`config.mk`:
```
export PLATFORM = sky130hd
export DESIGN_NAME = gemm_mmio_ctrl_flat
export DESIGN_NICKNAME = d
export VERILOG_FILES = /design/src/rtl/gemm_mmio_ctrl_if.sv /design/src/rtl/gemm_mmio_ctrl.sv /design/src/flat_wrapper.sv
export SDC_FILE = /design/constraint.sdc
export NUM_CORES = 1
export LEC_CHECK = 0
export BUFFER_PORTS_ARGS = -buffer_cell sky130_fd_sc_hd__buf_2
export CAP_MARGIN = 5
export CORE_MARGIN = 2
export CORE_UTILIZATION = 40
export DETAILED_ROUTE_END_ITERATION = 16
export PLACE_DENSITY_LB_ADDON = 0.1
export SETUP_SLACK_MARGIN = 0.05
export SLEW_MARGIN = 25
export SYNTH_ARGS = -nofsm -noshare
export SYNTH_HDL_FRONTEND = slang
export SYNTH_SLANG_ARGS = --single-unit
export TNS_END_PERCENT = 1
```
`constraint.sdc`:
```
create_clock -name clk -period 3.1 [get_ports clk]
set_clock_uncertainty 0.05 [all_clocks]
set_input_delay 0.465 -clock clk [delete_from_list [all_inputs] [get_ports clk]]
set_output_delay 0.465 -clock clk [all_outputs]
set_load 0.005 [all_outputs]
```
`src/rtl/gemm_mmio_ctrl_if.sv`:
```
// Core data-memory port as seen by the GEMM MMIO block.
// master = core side (drives the access), slave = gemm_mmio_ctrl.
interface gemm_mmio_ctrl_if;
    logic [31:0] addr;
    logic [31:0] wdata;
    logic        mem_write;
    logic        mem_read;
    logic [31:0] rdata;
    logic        hit;
    logic        wait_for_gemm;

    modport master (
        output addr, wdata, mem_write, mem_read,
        input  rdata, hit, wait_for_gemm
    );

    modport slave (
        input  addr, wdata, mem_write, mem_read,
        output rdata, hit, wait_for_gemm
    );
endinterface

```
`src/rtl/gemm_mmio_ctrl.sv`:
```
// GEMM configuration registers, launch FSM and busy-cycle counter, mapped into
// a 256 B region of the core data space. Raises wait_for_gemm on busy accesses.
module gemm_mmio_ctrl #(
    parameter logic [31:0] BASE_ADDR = 32'h0000_4000
) (
    input  logic              clk,
    input  logic              rst_n,
    gemm_mmio_ctrl_if.slave   bus,
    output logic              gemm_start,
    output logic [31:0]       gemm_a_base,
    output logic [31:0]       gemm_b_base,
    output logic [31:0]       gemm_c_base,
    output logic [7:0]        gemm_m,
    output logic [7:0]        gemm_n,
    output logic [7:0]        gemm_k,
    input  logic              gemm_done,
    output logic [1:0]        fsm_state
);

    typedef enum logic [1:0] {
        IDLE   = 2'd0,
        LAUNCH = 2'd1,
        BUSY   = 2'd2
    } state_t;

    state_t      state;
    logic        done;
    logic        err;
    logic [31:0] cycles;

    logic [7:0]  offset;
    logic        busy;
    logic        wr_en;
    logic        ctrl_wr;
    logic        dims_ok;
    logic        unused_addr_bits;

    assign offset           = bus.addr[7:0];
    assign unused_addr_bits = ^bus.addr[1:0];
    assign busy             = (state != IDLE);
    assign fsm_state        = state;

    // Handshake: a region access (hit) is accepted in a cycle where
    // wait_for_gemm is low; while it is high the core holds addr/wdata/strobes
    // unchanged and nothing is committed. Only STATUS reads bypass the stall.
    assign bus.hit           = (bus.addr[31:8] == BASE_ADDR[31:8]) && (bus.mem_read || bus.mem_write);
    assign bus.wait_for_gemm = bus.hit && busy && !(bus.mem_read && offset == 8'h04);

    assign wr_en   = bus.hit && bus.mem_write && !bus.wait_for_gemm;
    assign ctrl_wr = wr_en && (offset == 8'h00) && (state == IDLE);
    assign dims_ok = (gemm_m != 8'd0) && (gemm_n != 8'd0) && (gemm_k != 8'd0);

    always_comb begin
        bus.rdata = 32'd0;
        if (bus.hit) begin
            case (offset)
                8'h04:   bus.rdata = {29'd0, err, done, busy};
                8'h08:   bus.rdata = gemm_a_base;
                8'h0C:   bus.rdata = gemm_b_base;
                8'h10:   bus.rdata = gemm_c_base;
                8'h14:   bus.rdata = {8'd0, gemm_k, gemm_n, gemm_m};
                8'h18:   bus.rdata = cycles;
                default: bus.rdata = 32'd0;
            endcase
        end
    end

    always_ff @(posedge clk) begin
        if (!rst_n) begin
            state       <= IDLE;
            gemm_start  <= 1'b0;
            done        <= 1'b0;
            err         <= 1'b0;
            cycles      <= 32'd0;
            gemm_a_base <= 32'd0;
            gemm_b_base <= 32'd0;
            gemm_c_base <= 32'd0;
            gemm_m      <= 8'd0;
            gemm_n      <= 8'd0;
            gemm_k      <= 8'd0;
        end else begin
            gemm_start <= 1'b0;

            if (wr_en) begin
                case (offset)
                    8'h08:   gemm_a_base <= bus.wdata;
                    8'h0C:   gemm_b_base <= bus.wdata;
                    8'h10:   gemm_c_base <= bus.wdata;
                    8'h14:   {gemm_k, gemm_n, gemm_m} <= bus.wdata[23:0];
                    default: ;
                endcase
            end

            case (state)
                IDLE: begin
                    // Start takes priority over clr_done when both bits are set.
                    if (ctrl_wr && bus.wdata[0]) begin
                        if (dims_ok) begin
                            state      <= LAUNCH;
                            gemm_start <= 1'b1;
                            done       <= 1'b0;
                            err        <= 1'b0;
                            cycles     <= 32'd0;
                        end else begin
                            done <= 1'b1;
                            err  <= 1'b1;
                        end
                    end else if (ctrl_wr && bus.wdata[1]) begin
                        done <= 1'b0;
                        err  <= 1'b0;
                    end
                end
                LAUNCH: begin
                    state <= BUSY;
                    if (cycles != 32'hFFFF_FFFF) cycles <= cycles + 32'd1;
                end
                BUSY: begin
                    if (cycles != 32'hFFFF_FFFF) cycles <= cycles + 32'd1;
                    if (gemm_done) begin
                        state <= IDLE;
                        done  <= 1'b1;
                    end
                end
                default: state <= IDLE;
            endcase
        end
    end

endmodule

```
`src/flat_wrapper.sv`:
```
// flat-port wrapper written by rule: the top's interface ports become plain ports
module gemm_mmio_ctrl_flat 
#(
    parameter logic [31:0] BASE_ADDR = 32'h0000_4000
)
  (clk, rst_n, gemm_start, gemm_a_base, gemm_b_base, gemm_c_base, gemm_m, gemm_n, gemm_k, gemm_done, fsm_state, bus_addr, bus_wdata, bus_mem_write, bus_mem_read, bus_rdata, bus_hit, bus_wait_for_gemm);
  gemm_mmio_ctrl_if bus_i ();
  input  logic clk;
  input  logic rst_n;
  output logic gemm_start;
  output logic [31:0] gemm_a_base;
  output logic [31:0] gemm_b_base;
  output logic [31:0] gemm_c_base;
  output logic [7:0] gemm_m;
  output logic [7:0] gemm_n;
  output logic [7:0] gemm_k;
  input  logic gemm_done;
  output logic [1:0] fsm_state;
  input wire logic [$bits(bus_i.addr)-1:0] bus_addr;
  input wire logic [$bits(bus_i.wdata)-1:0] bus_wdata;
  input wire logic [$bits(bus_i.mem_write)-1:0] bus_mem_write;
  input wire logic [$bits(bus_i.mem_read)-1:0] bus_mem_read;
  output wire logic [$bits(bus_i.rdata)-1:0] bus_rdata;
  output wire logic [$bits(bus_i.hit)-1:0] bus_hit;
  output wire logic [$bits(bus_i.wait_for_gemm)-1:0] bus_wait_for_gemm;
  assign bus_i.addr = bus_addr;
  assign bus_i.wdata = bus_wdata;
  assign bus_i.mem_write = bus_mem_write;
  assign bus_i.mem_read = bus_mem_read;
  assign bus_rdata = bus_i.rdata;
  assign bus_hit = bus_i.hit;
  assign bus_wait_for_gemm = bus_i.wait_for_gemm;
  gemm_mmio_ctrl #(.BASE_ADDR(BASE_ADDR)) u_core (.clk(clk), .rst_n(rst_n), .bus(bus_i), .gemm_start(gemm_start), .gemm_a_base(gemm_a_base), .gemm_b_base(gemm_b_base), .gemm_c_base(gemm_c_base), .gemm_m(gemm_m), .gemm_n(gemm_n), .gemm_k(gemm_k), .gemm_done(gemm_done), .fsm_state(fsm_state));
endmodule
```
* Word-level counts from Yosys, hierarchy flattened
Cells that the tools add are included.
** Cells by class
- $add $sub $neg :: 1
- $mul :: 0
- Div/mod/pow operators :: 0
- Magnitude comparators :: 0
- Equal/unequal tests :: 15
- Shift operators :: 0
- Mux-type cells :: 16
- Bitwise operators :: 0
- Reduce and logical (&&, ||, !) cells :: 34
** Operators by type and width (number)
- $pmux 32 s6 :: 1
- $mux 32 :: 4
- $pmux 32 s2 :: 1
- $add 32x1->32 const B :: 1
- $ne 32x32->1 const B :: 1
- $eq 24x7->1 const B :: 1
- $eq 8x5->1 const B :: 3
- $reduce_bool 8->1 :: 3
- $eq 8x4->1 const B :: 2
- $logic_and 1x1->1 :: 12
- $reduce_and 2->1 :: 5
- $reduce_and 3->1 :: 3
- $eq 8x3->1 const B :: 1
- $logic_not 8->1 :: 1
- $reduce_bool 2->1 :: 4
- $mux 2 :: 3
- $pmux 2 s3 :: 1
- $mux 1 :: 5
- $ne 2x1->1 const B :: 2
- $ne 2x2->1 const B :: 2
- $reduce_and 4->1 :: 1
- $ne 3x3->1 const B :: 1
- $eq 2x1->1 const B :: 1
- $eq 2x2->1 const B :: 1
- other kinds (5) :: 6
** Word-level totals
- Register bits :: 157
- Latch bits :: 0
- RAM bits :: 0
- Memory bits (read-only) :: 0
- Output and inout port bits :: 157
- Word-level logic and storage cells :: 77
- Memories kept :: 0

* Depth between registers and ports, before layout
Gate-level depths: netlist of the first run.
- Depth after elaboration :: 12
- Depth in mapped cells :: 9
- Gate-level depth less buffers :: 7

* Least setup slack after synthesis of the first run
Ideal clock, no wire load.
- Path kind :: input to output
- Start :: input bus_addr[1]
- End :: output bus_rdata[2]
- Arrival time :: 2.070 ns
- Required time :: 2.585 ns
- Slack :: 0.515 ns
- Stages on the path :: 7
- Cells stage by stage :: nor4_2 > and3_1 > clkbuf_1 > clkbuf_1 > clkbuf_1 > a221oi_1 > nor2_1
** On the way
- Longest elaborated chain between the ends :: 3
** RTL lines
- start, declared :: RTL line flat_wrapper.sv:19 : input wire logic [$bits(bus_i.addr)-1:0] bus_addr;
- $eq 8x5->1, or another cell as far along :: RTL line gemm_mmio_ctrl.sv:56 : case (offset)
- $pmux 32 s6 * :: RTL line gemm_mmio_ctrl.sv:56
- $mux 32 * :: RTL line gemm_mmio_ctrl.sv:55 : if (bus.hit) begin
- end, declared :: RTL line flat_wrapper.sv:23 : output wire logic [$bits(bus_i.rdata)-1:0] bus_rdata;
Mark *: on every way between the ends. The rest lies on a longest branch, timed or not.

* Worst setup path in the final report of the first run
- Start :: input bus_addr[1]
- End :: output bus_rdata[21]
Same word-level chain as after synthesis.

==> results of run 1 <==
==> worst min-delay path, stage by stage <==
cell and delay, ns:
buf_2 0.11, nand2_1 0.05, a21boi_1 0.05
==> worst min path at each step <==
stage | start | slack [ns] | cells past startpoint | end
2_1_floorplan | u_core.err | 0.39 | 2 | u_core.err
3_3_place_gp | u_core.gemm_a_base[0] | 0.40 | 2 | u_core.gemm_a_base[0]
3_5_place_dp | u_core.gemm_a_base[0] | 0.41 | 2 | u_core.gemm_a_base[0]
4_1_cts | bus_wdata[22] | 0.22 | 3 | u_core.gemm_a_base[22]
5_1_grt | bus_wdata[19] | 0.24 | 3 | u_core.gemm_a_base[19]
6_report | bus_wdata[22] | 0.23 | 3 | u_core.gemm_a_base[22]
==> state kept, by name, summed over array words and instances (netlist names) <==
register            cells
u_core.cycles          32
u_core.done             1
u_core.err              1
u_core.fsm_state        2
u_core.gemm_a_base     32
u_core.gemm_b_base     32
u_core.gemm_c_base     32
u_core.gemm_k           8
u_core.gemm_m           8
u_core.gemm_n           8
u_core.gemm_start       1
==> final cells by class <==
| cell class | instances | area [µm²] |
|---|---|---|
| well taps | 260 | 325 |
| clock buffers | 17 | 425 |
| inverters | 7 | 26.3 |
| multi-input cells | 687 | 4250 |
| diodes | 1 | 2.50 |
| clock inverters | 15 | 190 |
| fillers | 1837 | 9020 |
| repair buffers | 263 | 1450 |
| flip-flops and latches | 157 | 3140 |
==> cell usage in the layout (no fill, tap or decap), drive strengths merged, types with 3 or more instances in the layout <==
master / count
buf: 263
dfxtp: 157
nand2: 128
nand3: 78
o21ai: 62
a21oi: 52
nor2: 50
a21boi: 37
mux2i: 36
nor2b: 33
a22oi: 23
a221oi: 22
o311ai: 22
nor4: 18
o31ai: 17
clkbuf: 17
nand4: 14
inv: 12
mux2: 10
clkinv: 10
and2: 9
a222oi: 8
and3: 6
a31oi: 6
ha: 5
nor3: 4
or3: 4
nor3b: 4
o41ai: 4
and4: 3
nand2b: 3
==> routing by layer <==
metal,vias up,wire length (µm)
met5,-,0
met4,0,287
met3,19,1540
met2,243,12400
met1,3725,12100
li1,3865,-
==> cells by family (layout without fill, tap and decap cells) <==
family	count (synthesis)	count (layout)	share of synthesized area, %
compound gates	274	274	24.4
fa+ha+maj	5	5	0.810
buf+inv	97	302	4.86
flops	157	157	40.7
mux	46	46	6.12
other cells	0	1	0
simple gates	362	362	23.1
==> power groups by stage <==
stage               Combinational [mW]  Sequential, mW  Clock, mW
global placement                 0.204            2.06          0
CTS                              0.203            2.01       2.15
floorplan                        0.100            2.06          0
detailed placement               0.203            2.06          0
global route                     0.222            2.01       2.24
finish                           0.206            2.01       2.12
==> metrics by stage <==
stage          hold WS [ns]  instance area (µm²)
4_1_cts               0.224                 9810
3_5_place_dp          0.410                 9200
5_1_grt               0.241                 9810
3_3_place_gp          0.401                 9200
2_1_floorplan         0.393                 7730
6_report              0.234                 9810
==> run_results.csv, run 1 <==
group,metric,value,unit
power_and_ir_drop,p_leak,4.20,nW
global_route,gr-max-usage-layer,"met2",
clock_network,clk_latency,0.43,ns
job,cap_violations,0,
worst_setup_path,required,2.58,ns
global_route,grt_usage,25.5,%
yosys,syn_nets,1015,
worst_setup_path,cp_max_fo,43,
yosys,syn_avg_cell_area,8.21,µm²
power_and_ir_drop,power_frac_comb,4.7,%
detailed_routing,wirelength,26300,µm
layout,final_cells,1407,
yosys,yosys.area.top_type,"dfxtp_1",
yosys,synth_edf_count,0,
global_route,antenna_found_initial,1,
layout,drive_above_1_share,28.1,%
layout,fin_util,52.1,%
timing,tightest_slew,0.565,ns
die,dieHeight,143,µm
detailed_routing,vias,7852,
timing,fin_setup_tns,0,ns
yosys,synth_top_area_share,40.7,%
global_route,grt_pass1_vias,7207,
worst_setup_path,cpLargestDelayFamily,"simple AND/OR/NAND/NOR gates",
clock_network,cts_resized,0,
timing,setup_viol,0,
timing,fin_crit,2.94,ns
clock_network,cts_tree,"built",
worst_setup_path,worstSetupEndpointType,"output port",
worst_setup_path,endpoint,"bus_rdata[21]",
yosys,synth-seq-cells,157,
placement,finalWeightedCongestion,0.842,
die,die_area,20400,µm²
die,fp.coreArea,18800,µm²
worst_setup_path,path_buf_inv,3,
detailed_routing,drc,0,
worst_setup_path,cp-startpoint,"bus_addr[1]",
power_and_ir_drop,internal-power,3.19,mW
yosys,yosys_warnings,0,
worst_setup_path,crit_slowest_cell,"a21oi_1",
layout,nets,1207,
die,die_width,143,µm
global_route,grt_pass1_wl,40800,µm
detailed_routing,dr.pass1.iters,7,
clock_network,clockBufferDepth,2,
yosys,ys_async_sr_fraction,0,%
worst_setup_path,path_class,"input port to output port",
clock_network,cts_setup_buffers,0,
timing,hold_viol,0,
detailed_routing,drt_iter0_markers,554,
power_and_ir_drop,power_switching,1.15,mW
clock_network,clock-sinks,157,
worst_setup_path,r2r_start,"u_core.fsm_state[0]",
yosys,syn-cell-area,7730,µm²
timing,rsz0062_at_grt,"false",
die,core.rowCount,50,
min_path,worstHoldPathType,"input port to register",
worst_setup_path,reg2reg_slack,0.69,ns
clock_network,cts_buffers,17,
clock_network,hold_buffers,0,
global_route,met2_usage,40.7,%
worst_setup_path,critical_path.cell_chain,"buf_2 -> nor4_2 -> and3_2 -> buf_12 -> a22oi_1 -> a21oi_1 -> a21oi_1 -> nor2_1 -> buf_2",
placement,port_buffers,225,
worst_setup_path,arrival,2.42,ns
worst_setup_path,start_kind,"input port",
die,start_util,41.0,%
timing,slew_viol_final,0,
worst_setup_path,crit_cells,9,
worst_setup_path,r2r-end,"u_core.cycles[11]",
global_route,grt_max_degree,148,
power_and_ir_drop,power,4.34,mW
clock_network,clk_pin_slew_worst_paths,0.08,ns
yosys,synth.area.top_cells,"dfxtp_1, nand2_1, nand3_1",
placement,place.detailed.hpwl,18400,µm
timing,max_freq,0.340,GHz
power_and_ir_drop,seqPwrFrac,46.5,%
clock_network,h-tree-depth,4,
layout,syn2layout_area_growth,27.0,%
power_and_ir_drop,powerDensity,442,nW/µm²
yosys,syn_inst,941,
outcome,outcome,"finished clean",
placement,dp_slack,0.167,ns
yosys,synth_flop_cell,"dfxtp_1",
placement,place_inst,1374,
timing,slew_headroom,62.0,%
yosys,yosysMostFrequentCell,"dfxtp_1",
worst_setup_path,slowest_delay,0.47,ns
yosys,synth_cell_types,57,
timing,post-route-period-util,94.8,%
worst_setup_path,r2r_cells,8,
power_and_ir_drop,ir_drop,0.329,mV
power_and_ir_drop,swShare,26.4,%
global_route,grt_util_met1,35.4,%
global_route,met3_usage,4.83,%
detailed_routing,via_per_inst,5.58,
yosys,seq_area_frac_synth,40.7,%
power_and_ir_drop,clkPwrFrac,48.8,%
detailed_routing,wl_per_cell,18.7,µm
timing,worst_slack,0.160,ns
detailed_routing,ant_nets,0,
die,ios,226,
yosys,yosys-top-cells-count,"dfxtp_1, nand2_1, nand3_1",
clock_network,cts_root_buf,"clkbuf_16",
global_route,grt_overflow,0,
Note: power is estimated with default switching activity, not from simulation.
==> run 2: changes to the inputs <==
- HOLD_SLACK_MARGIN: not set -> 0.12
- REMOVE_ABC_BUFFERS: not set -> 1
==> run_results.csv, run 2 (synthesized netlist as in run 1, its figures left out) <==
group,metric,value,unit
min_path,hold_end,"u_core.gemm_a_base[15]",
timing,whs,0.267,ns
global_route,grt_pass1_vias,7095,
die,core.rowCount,50,
global_route,grt_max_degree,57,
clock_network,hold_buffers,0,
placement,place_area,9190,µm²
die,die_width,143,µm
worst_setup_path,cp_max_fo,18,
detailed_routing,drc,0,
layout,nets,1205,
power_and_ir_drop,swShare,21.8,%
layout,drive_above_1_share,27.8,%
clock_network,cts_resized,0,
min_path,worstHoldPathType,"input port to register",
min_path,min_path_cells,3,
timing,post-route-period-util,92.5,%
layout,design_area,9820,µm²
power_and_ir_drop,power_switching,0.967,mW
clock_network,clk_latency,0.41,ns
timing,slew_headroom,58.2,%
global_route,antenna_found_initial,0,
die,die_area,20400,µm²
power_and_ir_drop,ir_drop,0.362,mV
global_route,grt_usage,23.7,%
timing,slew_viol_final,0,
worst_setup_path,path_class,"input port to output port",
detailed_routing,drt_iter0_markers,504,
power_and_ir_drop,clkPwrFrac,50.2,%
detailed_routing,vias,7787,
detailed_routing,via_per_inst,5.55,
worst_setup_path,required,2.58,ns
layout,final_cell_mix,"buf_2, dfxtp_1, nand2_1",
detailed_routing,wl_per_cell,17.5,µm
power_and_ir_drop,power_frac_comb,4.3,%
job,cap_violations,0,
die,dieHeight,143,µm
layout,num_antenna_cells,0,
worst_setup_path,start_kind,"input port",
clock_network,cts_buffers,17,
layout,final_common_cell,"buf_2",
global_route,grt_overflow,0,
placement,place_inst,1372,
worst_setup_path,r2r_start,"u_core.gemm_k[0]",
worst_setup_path,worstSetupEndpointType,"output port",
clock_network,cts_root_buf,"clkbuf_16",
clock_network,clk_pin_slew_worst_paths,0.06,ns
outcome,outcome,"finished clean",
detailed_routing,wirelength,24500,µm
layout,syn2layout_area_growth,27.1,%
timing,setup_viol,0,
power_and_ir_drop,powerDensity,451,nW/µm²
detailed_routing,ant_nets,0,
clock_network,clock-sinks,157,
worst_setup_path,cp-startpoint,"bus_addr[0]",
placement,port_buffers,225,
worst_setup_path,reg2reg_slack,0.51,ns
layout,final_cells,1403,
placement,finalWeightedCongestion,0.824,
timing,max_freq,0.349,GHz
placement,place.detailed.hpwl,17000,µm
timing,fin_crit,2.87,ns
die,start_util,41.0,%
die,ios,226,
global_route,grt_pass1_wl,38400,µm
power_and_ir_drop,internal-power,3.47,mW
min_path,hold_start,"bus_wdata[15]",
die,fp.coreArea,18800,µm²
detailed_routing,dr.pass1.iters,6,
worst_setup_path,r2r-end,"u_core.cycles[7]",
worst_setup_path,arrival,2.35,ns
clock_network,h-tree-depth,4,
power_and_ir_drop,p_leak,4.19,nW
timing,rsz0062_at_grt,"false",
clock_network,cts_tree,"built",
power_and_ir_drop,seqPwrFrac,45.5,%
worst_setup_path,r2r_cells,7,
clock_network,clockBufferDepth,2,
clock_network,cts_setup_buffers,0,
power_and_ir_drop,power,4.43,mW
timing,tightest_slew,0.622,ns
timing,hold_viol,0,
[run 2: final cells by class]
| class | count | area [µm²] |
|---|---|---|
| flip-flops and latches | 157 | 3140 |
| repair buffers | 261 | 1450 |
| inverters | 7 | 26.3 |
| well taps | 260 | 325 |
| clock buffers | 19 | 443 |
| clock inverters | 12 | 186 |
| multi-input cells | 687 | 4250 |
| fillers | 1863 | 9010 |
[run 2: metal layers]
layer  global-route usage (%)  part of all wire [%]  vias up
met2                     39.4                    48      276
li1                         -                     -     3847
met4                     4.79                  0.95        0
met1                     32.2                    45     3648
met5                        0                     0        -
met3                     4.29                   5.8       16
[run 2: power groups by stage]
stage	combinational (mW)	clock, mW	sequential [mW]
after global placement	0.192	0	2.06
after global routing	0.210	2.36	2.02
after CTS	0.191	2.27	2.02
final	0.190	2.23	2.02
after detailed placement	0.190	0	2.06
after floorplan	0.0579	0	2.06
[run 2: critical path, cell delays in order]
cell and delay (ns):
buf_2 0.12, nor4_1 0.37, nor2b_1 0.35, nand2_1 0.16, nor3b_2 0.23, buf_4 0.28
a21oi_1 0.12, nor2_1 0.12, buf_2 0.13
[run 2: worst max path at each step]
stage | end | cells past startpoint
floorplan | u_core.gemm_k[0] | 5
global placement | bus_rdata[1] | 9
detailed placement | u_core.fsm_state[1] | 8
CTS | bus_rdata[5] | 9
global route | bus_rdata[12] | 9
finish | bus_rdata[12] | 9
[run 2: through the flow]
stage	TNS, ns	worst slack (ns)	utilization, %
2_1_floorplan	-273.82	-3.30	-
3_3_place_gp	0	0.281	48.8
3_5_place_dp	0	0.192	48.8
4_1_cts	0	0.264	52.2
5_1_grt	0	0.0688	52.2
6_report	0	0.233	52.2
